## config.mk

```make
export PLATFORM = sky130hd
export DESIGN_NAME = div_ctrl
export DESIGN_NICKNAME = d
export VERILOG_FILES = /design/src/rtl/div_ctrl_pkg.sv /design/src/rtl/div_iter.sv /design/src/rtl/div_ctrl.sv
export SDC_FILE = /design/constraint.sdc
export NUM_CORES = 1
export LEC_CHECK = 0
export BUFFER_PORTS_ARGS = -buffer_cell sky130_fd_sc_hd__buf_2
export CORE_ASPECT_RATIO = 1.75
export CORE_MARGIN = 2
export CORE_UTILIZATION = 30
export DETAILED_ROUTE_END_ITERATION = 8
export GPL_ROUTABILITY_DRIVEN = 0
export SYNTH_ARGS = -nofsm -noshare
export SYNTH_HDL_FRONTEND = slang
export SYNTH_HIERARCHICAL = 1
export SYNTH_SLANG_ARGS = --single-unit
```

## constraint.sdc

```tcl
create_clock -name clk -period 4.7 [get_ports clk]
set_input_delay 0.235 -clock clk [delete_from_list [all_inputs] [get_ports clk]]
set_output_delay 0.235 -clock clk [all_outputs]
set_load 0.03 [all_outputs]
```

## src/rtl/div_ctrl_pkg.sv

```systemverilog
// Shared definitions for the EX-stage divide sequencer: ALU op codes that
// select a divide, FSM state encoding and the iteration counter width.
package div_ctrl_pkg;

    // ALU control codes from decode that request a divide
    localparam logic [7:0] EXE_DIV_OP  = 8'b0001_1010;
    localparam logic [7:0] EXE_DIVU_OP = 8'b0001_1011;

    // Iteration counter width for the default 32-bit datapath
    localparam int DIV_CNT_W = 5;

    // Divide sequencer states
    typedef enum logic [1:0] {
        DIV_IDLE = 2'b00,
        DIV_ON   = 2'b01,
        DIV_ZERO = 2'b10,
        DIV_END  = 2'b11
    } div_state_e;

endpackage

```

## src/rtl/div_iter.sv

```systemverilog
// One restoring-division step: shift {rem, dvd} left by one, trial-subtract
// the divisor from the widened partial remainder, keep or restore, and shift
// the resulting quotient bit into the dividend register.
module div_iter #(
    parameter int WIDTH = 32
) (
    input  logic [WIDTH-1:0] rem,
    input  logic [WIDTH-1:0] dvd,
    input  logic [WIDTH-1:0] divisor,
    output logic [WIDTH-1:0] rem_next,
    output logic [WIDTH-1:0] dvd_next
);

    logic [WIDTH:0]   partial_s;
    logic [WIDTH+1:0] diff_s;

    // Trial subtract; the extra top bit of diff_s is the borrow/sign
    always_comb begin
        partial_s = {rem, dvd[WIDTH-1]};
        diff_s    = {1'b0, partial_s} - {2'b00, divisor};
        if (diff_s[WIDTH+1] == 1'b0) begin
            rem_next = diff_s[WIDTH-1:0];
            dvd_next = {dvd[WIDTH-2:0], 1'b1};
        end else begin
            rem_next = partial_s[WIDTH-1:0];
            dvd_next = {dvd[WIDTH-2:0], 1'b0};
        end
    end

endmodule

```

## src/rtl/div_ctrl.sv

```systemverilog
// Multi-cycle signed/unsigned divide sequencer for EX. Stalls the pipeline
// while a restoring divide runs one bit per cycle, then presents quotient on
// lo_o and remainder on hi_o with a single-cycle hilo_we strobe.
module div_ctrl
    import div_ctrl_pkg::*;
#(
    parameter int WIDTH = 32
) (
    input  logic             clk,
    input  logic             resetn,
    input  logic             valid_e,
    input  logic [7:0]       alucontrol,
    input  logic [WIDTH-1:0] opa,
    input  logic [WIDTH-1:0] opb,
    input  logic             flush,
    output logic             stall_e,
    output logic             busy,
    output logic             hilo_we,
    output logic [WIDTH-1:0] hi_o,
    output logic [WIDTH-1:0] lo_o
);

    localparam int CNT_W = $clog2(WIDTH);

    div_state_e       state_r;
    div_state_e       next_state_s;
    logic [CNT_W-1:0] cnt_r;
    logic [WIDTH-1:0] rem_r;
    logic [WIDTH-1:0] dvd_r;
    logic [WIDTH-1:0] divisor_r;
    logic [WIDTH-1:0] raw_opa_r;
    logic [WIDTH-1:0] hi_r;
    logic [WIDTH-1:0] lo_r;
    logic             neg_q_r;
    logic             neg_r_r;

    logic             is_signed_s;
    logic             start_s;
    logic             last_iter_s;
    logic [WIDTH-1:0] abs_a_s;
    logic [WIDTH-1:0] abs_b_s;
    logic             neg_q_s;
    logic             neg_r_s;
    logic [WIDTH-1:0] rem_next_s;
    logic [WIDTH-1:0] dvd_next_s;
    logic [WIDTH-1:0] q_fix_s;
    logic [WIDTH-1:0] r_fix_s;
    logic             stall_s;
    logic             busy_s;
    logic             hilo_we_s;

    assign is_signed_s = (alucontrol == EXE_DIV_OP);
    assign start_s     = valid_e & (is_signed_s | (alucontrol == EXE_DIVU_OP)) & ~flush;
    assign last_iter_s = (cnt_r == CNT_W'(WIDTH - 1));

    div_iter #(.WIDTH(WIDTH)) u_div_iter (
        .rem      (rem_r),
        .dvd      (dvd_r),
        .divisor  (divisor_r),
        .rem_next (rem_next_s),
        .dvd_next (dvd_next_s)
    );

    // Operand magnitudes and result signs for the divide about to start
    always_comb begin
        if (is_signed_s & opa[WIDTH-1]) begin
            abs_a_s = ~opa + WIDTH'(1);
        end else begin
            abs_a_s = opa;
        end
        if (is_signed_s & opb[WIDTH-1]) begin
            abs_b_s = ~opb + WIDTH'(1);
        end else begin
            abs_b_s = opb;
        end
        neg_q_s = is_signed_s & (opa[WIDTH-1] ^ opb[WIDTH-1]);
        neg_r_s = is_signed_s & opa[WIDTH-1];
    end

    // Two's-complement sign fix-up of the final iteration's quotient/remainder
    always_comb begin
        if (neg_q_r) begin
            q_fix_s = ~dvd_next_s + WIDTH'(1);
        end else begin
            q_fix_s = dvd_next_s;
        end
        if (neg_r_r) begin
            r_fix_s = ~rem_next_s + WIDTH'(1);
        end else begin
            r_fix_s = rem_next_s;
        end
    end

    // FSM state register
    always_ff @(posedge clk or negedge resetn) begin
        if (!resetn) begin
            state_r <= DIV_IDLE;
        end else begin
            state_r <= next_state_s;
        end
    end

    // FSM next-state logic; flush returns to IDLE from any state
    always_comb begin
        next_state_s = state_r;
        case (state_r)
            DIV_IDLE: begin
                if (start_s) begin
                    if (opb == WIDTH'(0)) begin
                        next_state_s = DIV_ZERO;
                    end else begin
                        next_state_s = DIV_ON;
                    end
                end else begin
                    next_state_s = DIV_IDLE;
                end
            end
            DIV_ON: begin
                if (last_iter_s) begin
                    next_state_s = DIV_END;
                end else begin
                    next_state_s = DIV_ON;
                end
            end
            DIV_ZERO: next_state_s = DIV_END;
            DIV_END:  next_state_s = DIV_IDLE;
            default:  next_state_s = DIV_IDLE;
        endcase
        if (flush) begin
            next_state_s = DIV_IDLE;
        end else begin
            next_state_s = next_state_s;
        end
    end

    // FSM outputs; stall is held off during reset so EX is released at once
    always_comb begin
        stall_s   = 1'b0;
        hilo_we_s = 1'b0;
        busy_s    = (state_r != DIV_IDLE);
        case (state_r)
            DIV_IDLE: stall_s = start_s;
            DIV_ON:   stall_s = ~flush;
            DIV_ZERO: stall_s = ~flush;
            DIV_END:  hilo_we_s = ~flush;
            default: begin
                stall_s   = 1'b0;
                hilo_we_s = 1'b0;
            end
        endcase
        if (!resetn) begin
            stall_s = 1'b0;
        end else begin
            stall_s = stall_s;
        end
    end

    assign stall_e = stall_s;
    assign busy    = busy_s;
    assign hilo_we = hilo_we_s;
    assign hi_o    = hi_r;
    assign lo_o    = lo_r;

    // Datapath: operand capture, iteration, counter and HI/LO result load
    always_ff @(posedge clk or negedge resetn) begin
        if (!resetn) begin
            cnt_r     <= CNT_W'(0);
            rem_r     <= WIDTH'(0);
            dvd_r     <= WIDTH'(0);
            divisor_r <= WIDTH'(0);
            raw_opa_r <= WIDTH'(0);
            neg_q_r   <= 1'b0;
            neg_r_r   <= 1'b0;
            hi_r      <= WIDTH'(0);
            lo_r      <= WIDTH'(0);
        end else begin
            case (state_r)
                DIV_IDLE: begin
                    if (start_s) begin
                        cnt_r     <= CNT_W'(0);
                        rem_r     <= WIDTH'(0);
                        dvd_r     <= abs_a_s;
                        divisor_r <= abs_b_s;
                        raw_opa_r <= opa;
                        neg_q_r   <= neg_q_s;
                        neg_r_r   <= neg_r_s;
                    end
                end
                DIV_ON: begin
                    if (!flush) begin
                        rem_r <= rem_next_s;
                        dvd_r <= dvd_next_s;
                        cnt_r <= cnt_r + CNT_W'(1);
                        if (last_iter_s) begin
                            hi_r  <= r_fix_s;
                            lo_r  <= q_fix_s;
                            cnt_r <= CNT_W'(0);
                        end
                    end
                end
                DIV_ZERO: begin
                    if (!flush) begin
                        lo_r <= {WIDTH{1'b1}};
                        hi_r <= raw_opa_r;
                    end
                end
                default: begin
                    cnt_r <= cnt_r;
                end
            endcase
        end
    end

endmodule
```

# Yosys cells after proc, flatten, opt, wreduce, memory -nomap -nowiden
# Cells that the tools add are included.
dict set report totals {
  output_inout_bits 67
  register_bits 201
  in_bits 76
  word_cells 79
}
dict set report op_classes {
  add_sub_neg 6
  n_mux 32
  reduce_logical 9
  bitwise_logic 12
  eq_ne 10
}
# op n
set ops {}
lappend ops {{$mux 32} 15}
lappend ops {{$pmux 32 s2} 4}
lappend ops {{$add 32x1->32 const B} 4}
lappend ops {{$not 32->32} 4}
lappend ops {{$sub 33x32->34} 1}
lappend ops {{$logic_not 32->1} 1}
lappend ops {{$eq 8x5->1 const B} 2}
lappend ops {{$mux 5} 3}
lappend ops {{$pmux 5 s2} 1}
lappend ops {{$mux 2} 4}
lappend ops {{$ne 2x2->1 const B} 4}
lappend ops {{$pmux 2 s4} 1}
lappend ops {{$reduce_bool 2->1} 3}
lappend ops {{$add 5x1->5 const B} 1}
lappend ops {{$and 1x1->1} 5}
lappend ops {{$eq 5x5->1 const B} 1}
lappend ops {{$eq 2x2->1 const B} 2}
lappend ops {{$reduce_and 4->1} 1}
lappend ops {{$mux 1} 3}
lappend ops {{$reduce_and 3->1} 1}
lappend ops {{$eq 2x1->1 const B} 1}
lappend ops {{$logic_not 2->1} 1}
lappend ops {{$pmux 1 s2} 1}
lappend ops {{$reduce_and 2->1} 1}
lappend ops {{other kinds (4)} 4}

# Depth between registers and ports, before layout
dict set report logic_depth {
  word_depth 8
  depth_mapped 20
  depth_no_buf 18
}

# Modules after synthesis
# The synthesis kept the hierarchy.
# module cells_per_inst seq_area_each_um2 area_each_um2 n_inst
set modules_own_cells {}
lappend modules_own_cells {div_ctrl 1179 5029.8 10832.9 1}
lappend modules_own_cells {div_iter 404 0.0 2662.6 1}

# Worst setup path before layout
# Ideal clock, no wire load.
dict set report synth_timing {
  kind {reg-to-reg}
  start {register rem_r[9]}
  end {register lo_r[24] (netlist: lo_o[24])}
  arrival_time_ns 3.671
  path_stages_with_launch 18
  setup_ns 0.137
  path_buffers 2
  path_slack_ns 0.892
  path_cell_list {dfrtp_1 > ha_1 > buf_2 > and4_1 > and3_1 > o21ai_1 > a311oi_2 > nor3_4 > inv_2 > buf_6 > inv_1 > ha_1 > or3b_2 > nor4_1 > nand3_1 > o41ai_1 > xor2_1 > a21oi_1}
}
dict set report synth_via {
  elab_chain_len 8
}
# element line_no
set synth_lines {}
lappend synth_lines {{start, declared} div_ctrl.sv:28} ;# logic [WIDTH-1:0] rem_r;
lappend synth_lines {{start signal, assigned} div_ctrl.sv:191} ;# rem_r <= rem_next_s;
lappend synth_lines {{$sub 33x32->34} div_iter.sv:20} ;# diff_s = {1'b0, partial_s} - {2'b00, divisor};
lappend synth_lines {{$mux 1} div_iter.sv:21} ;# if (diff_s[WIDTH+1] == 1'b0) begin
lappend synth_lines {{net dvd_next_s[0]} div_ctrl.sv:45} ;# logic [WIDTH-1:0] dvd_next_s;
lappend synth_lines {{$not 32->32} div_ctrl.sv:83} ;# q_fix_s = ~dvd_next_s + WIDTH'(1);
lappend synth_lines {{$add 32x1->32} div_ctrl.sv:83}
lappend synth_lines {{$mux 32} div_ctrl.sv:82} ;# if (neg_q_r) begin
lappend synth_lines {{$mux 32} div_ctrl.sv:194} ;# if (last_iter_s) begin
lappend synth_lines {{$mux 32} div_ctrl.sv:190} ;# if (!flush) begin
lappend synth_lines {{$pmux 32 s2} div_ctrl.sv:177} ;# case (state_r)
lappend synth_lines {{end signal, assigned} div_ctrl.sv:196} ;# lo_r <= q_fix_s;
lappend synth_lines {{end signal, assigned} div_ctrl.sv:203} ;# lo_r <= {WIDTH{1'b1}};
lappend synth_lines {{end, declared} div_ctrl.sv:33} ;# logic [WIDTH-1:0] lo_r;
# The timed path passes the listed nets, and every way through them passes these cells. The select of a mux whose other input is x is not followed.
# A chain may end at the register's enable or synchronous reset.

# Worst setup path in the final report
dict set report layout_timing {
  start {register rem_r[21]}
  end {register lo_r[24] (netlist: lo_o[24])}
}
# The elaborated chain is that of the path after synthesis.

==> results by group <==
Outcome
  • Outcome: completed

GRT
  • Vias in the first global route: between 10,000 and 15,000
  • Total global-route track usage: 0.174
  • Grt ovf: 0
  • Antenna violations before repair: 3
  • First-pass GRT wire length: about 65,000 um
  • Largest net degree at the start of global routing: 85

Timing
  • Fmax: 0.227 GHz
  • Final Hold Fails: 0
  • Fin Setup TNS: 0 ns
  • Final setup fails: 0
  • Slew Limit Fails: 0
  • Post-route setup slack: 0.297 ns
  • RSZ-0062 raised after global routing: false
  • Fin crit period: 4.40 ns
  • Slew HR: 0.358
  • Slew at the pin closest to its max-slew limit: 0.963 ns
  • Worst Skew: 0.0118 ns
  • Hold Slack: 0.0191 ns
  • Crit share post-route: 0.937

Power and ir drop
  • Leakage: ~7 nW
  • Final Power: 5.52 mW
  • Peak VDD IR: 0.231 mV
  • Pwr/cell area: 359 nW/um^2

Clock tree
  • TritonCTS clock tree: done
  • Clock root cell: clkbuf_16
  • TritonCTS Buffers: 21
  • H-Tree Depth: 1
  • Clk sinks: 201
  • Clk pin slew, worst setup/hold paths: 0.06 ns
  • Bufs on Longest Clock Path: 3
  • Clock Latency Late Sink: 0.51 ns

Logic synthesis
  • Main synth FF type: dfrtp_1
  • Avg Inst Size Synth: 8.53 um^2
  • Synth Instances: between 1,500 and 2,000
  • Async SR Flop Fraction: 1.00
  • Synth Cell Area: between 10,000 and 15,000 um^2
  • Syn nets: 1,704
  • Register area share after synthesis: 0.373
  • Yosys warning total: 6
  • Number of synthesized flops with an enable pin: 0
  • #FFs+latches synth: 201
  • Cell variety after synth: 80

Die
  • Core area: 44,300 um^2
  • Starting Density: 0.305
  • Die H: 285 um
  • Num ports: 143
  • DIE AREA: 46,800 um^2
  • Die X: approximately 160 um
  • Row cnt: 102

Finish
  • Layout cells sized above 1: 0.175
  • Finished Core Util: 0.348
  • Synth-to-layout area growth: 14.1%
  • Nets: 1,802

Detailed routing
  • DR pass1 iterations: 5
  • DRT antenna net count: 0
  • DR iter-0 viols: 656
  • DRT Wirelength: 40,900 um
  • Met1 WL: 15,800 um
  • WL/cell: 18.0 um
  • Met3 wire len: 1710 um
  • Via/cell ratio: between 5 and 6
  • Via count: roughly 12,000
  • WL met2: 21,600 um
  • Max layer used: met4
  • DRC viols: 0

Placement
  • Post-Place Setup Slack: just under 0.2 ns
  • Post-DP HPWL: 31,500 um
  • Buffers added on ports: 142

Critical path
  • Buf/Inv on CP: 4
  • Crit Path Class: flop to flop
  • Crit-path max FO: 27
  • Delay-heaviest family, CP: compound AO/OA/AOI/OAI gates
  • Worst Path Required: around 5.1 ns
  • CP max stage cell: or3b_2
  • CP arrival: 4.79 ns
  • Critical Path Start Type: flop
  • Crit path capture type: flop
  • Crit path cell chain: ha_1 -> a21oi_1 -> o211ai_1 -> a21oi_1 -> o22ai_1 -> nor3_4 -> buf_12 -> inv_2 -> inv_1 -> ha_1 -> or3b_2 -> nor4_1 -> buf_4 -> nand3_1 -> o41ai_1 -> xor2_1 -> a21oi_1
  • Most Frequent Cell on Critical Path: a21oi_1
  • Slowest cell delay on critical path: 0.50 ns

Job
  • Max_cap viols: 0

Hold path
  • Hold Path Class: input pin to flop
-- report_power, final --
part | switching, mW | internal [mW] | total, mW
logic | 1.16 | 0.682 | 1.84
clock network | 0.721 | 0.890 | 1.61
registers | 0.170 | 1.90 | 2.07
-- worst paths after layout --
path                                        from                         to  slack, ns  cells past startpoint
max in group asynchronous                 resetn      rem_r[22]$_DFFE_PN0P_       2.91                      3
min                                      opa[24]  raw_opa_r[24]$_DFFE_PN0P_       0.02                      2
min in group asynchronous                 resetn       dvd_r[7]$_DFFE_PN0P_       0.33                      2
max                        rem_r[21]$_DFFE_PN0P_       lo_o[24]$_DFFE_PN0P_       0.30                     17
max reg2reg                rem_r[21]$_DFFE_PN0P_       lo_o[24]$_DFFE_PN0P_       0.30                     17
min reg2reg                  lo_o[2]$_DFFE_PN0P_        lo_o[2]$_DFFE_PN0P_       0.47                      2
-- what timing repair did --
action                                  CTS  global route
buffers inserted                          0             0
gates resized for setup                   0             3
hold buffers                              4             0
endpoints found under the setup margin    0            12
hold endpoints to repair                 84             0
-- state kept, by name, indices dropped and copies added, names as in the netlist --
signal,count
divisor_r,32
dvd_r,32
hi_o,32
lo_o,32
raw_opa_r,32
rem_r,32
cnt_r,5
state_r,2
neg_q_r,1
neg_r_r,1
-- cells in the mapped netlist, types with 5 or more instances --
master,count,area (um^2)
a31oi_1,19,119
inv_1,63,236
nand3_1,66,330
o21a_1,5,37.5
or4_1,10,75.1
and3_1,14,87.6
a21o_1,16,120
clkbuf_1,62,233
nand4_1,7,43.8
ha_1,44,551
o211ai_1,12,90.1
a21oi_1,99,495
nor2_1,98,368
buf_4,32,240
dfrtp_1,201,5030
nor3_1,26,130
xnor2_1,62,543
o31ai_1,33,248
or3_1,10,62.6
xor2_1,75,657
nand2b_1,10,62.6
o41ai_1,16,140
buf_1,6,22.5
o21ai_0,152,761
nand2_1,245,920
o22ai_1,5,31.3
mux2_2,35,394
nor4_1,13,81.3
buf_2,10,50.1
mux2i_1,35,350
-- stage by stage --
step / instances / instance area, um^2
after CTS: 2264 / 15400
after detailed placement: 2226 / 14700
final: 2268 / 15400
after floorplan: 1583 / 13500
after global placement: 2226 / 14700
after global routing: 2267 / 15400
-- cells by family (layout without fill, tap and decap cells) --
logic type | count (synthesis) | after routing | synth area share
AND/OR/NAND/NOR | 542 | 542 | 0.189
buffers and inverters | 178 | 287 | 0.0610
AO/OA/AOI/OAI | 408 | 408 | 0.189
flip-flops | 201 | 201 | 0.373
adder cells (fa/ha/maj) | 45 | 45 | 0.0423
other | 0 | 4 | 0
multiplexers | 72 | 72 | 0.0574
XOR/XNOR | 137 | 137 | 0.0889
-- worst reg2reg max path, cell delays in order, from the launching register on --
cell and delay (ns):
dfrtp_1 0.45, ha_1 0.40, a21oi_1 0.32, o211ai_1 0.15, a21oi_1 0.20, o22ai_1 0.15
nor3_4 0.25, buf_12 0.20, inv_2 0.16, inv_1 0.09, ha_1 0.15, or3b_2 0.50
nor4_1 0.26, buf_4 0.18, nand3_1 0.19, o41ai_1 0.39, xor2_1 0.18, a21oi_1 0.08
-- final cells by class --
cell class,instances,area [um^2]
tap,572,716
fill,4589,28900
timing repair buffer,188,1090
multi-input combinational,1204,7680
sequential,201,5030
antenna,4,10.0
clock inverter,9,81.3
inverter,65,244
clock buffer,25,551
-- layer usage --
| metal | up-vias | global-route usage |
|---|---|---|
| met3 | 85 | 0.0161 |
| met1 | 5621 | 0.196 |
| li1 | 5723 | - |
| met5 | - | 0 |
| met2 | 329 | 0.322 |
| met4 | 0 | 0.0873 |
-- layout by cell type, fill, tap and decap left out, drive strengths merged, types with 6 or more instances in the layout --
cell type	count
inv	65
o211ai	12
and3	14
ha	44
buf	183
a21oi	102
nand2b	10
mux2	37
or3	13
a21o	18
mux2i	35
o21a	6
dfrtp	201
nor4	14
nand3	66
xnor2	62
or4	11
a31oi	21
o31ai	34
xor2	75
clkbuf	26
o21ai	155
nand2	245
a211oi	7
nor3	29
nor2	99
nand4	7
o41ai	19
No activity file was read; power rests on OpenSTA's default activity.
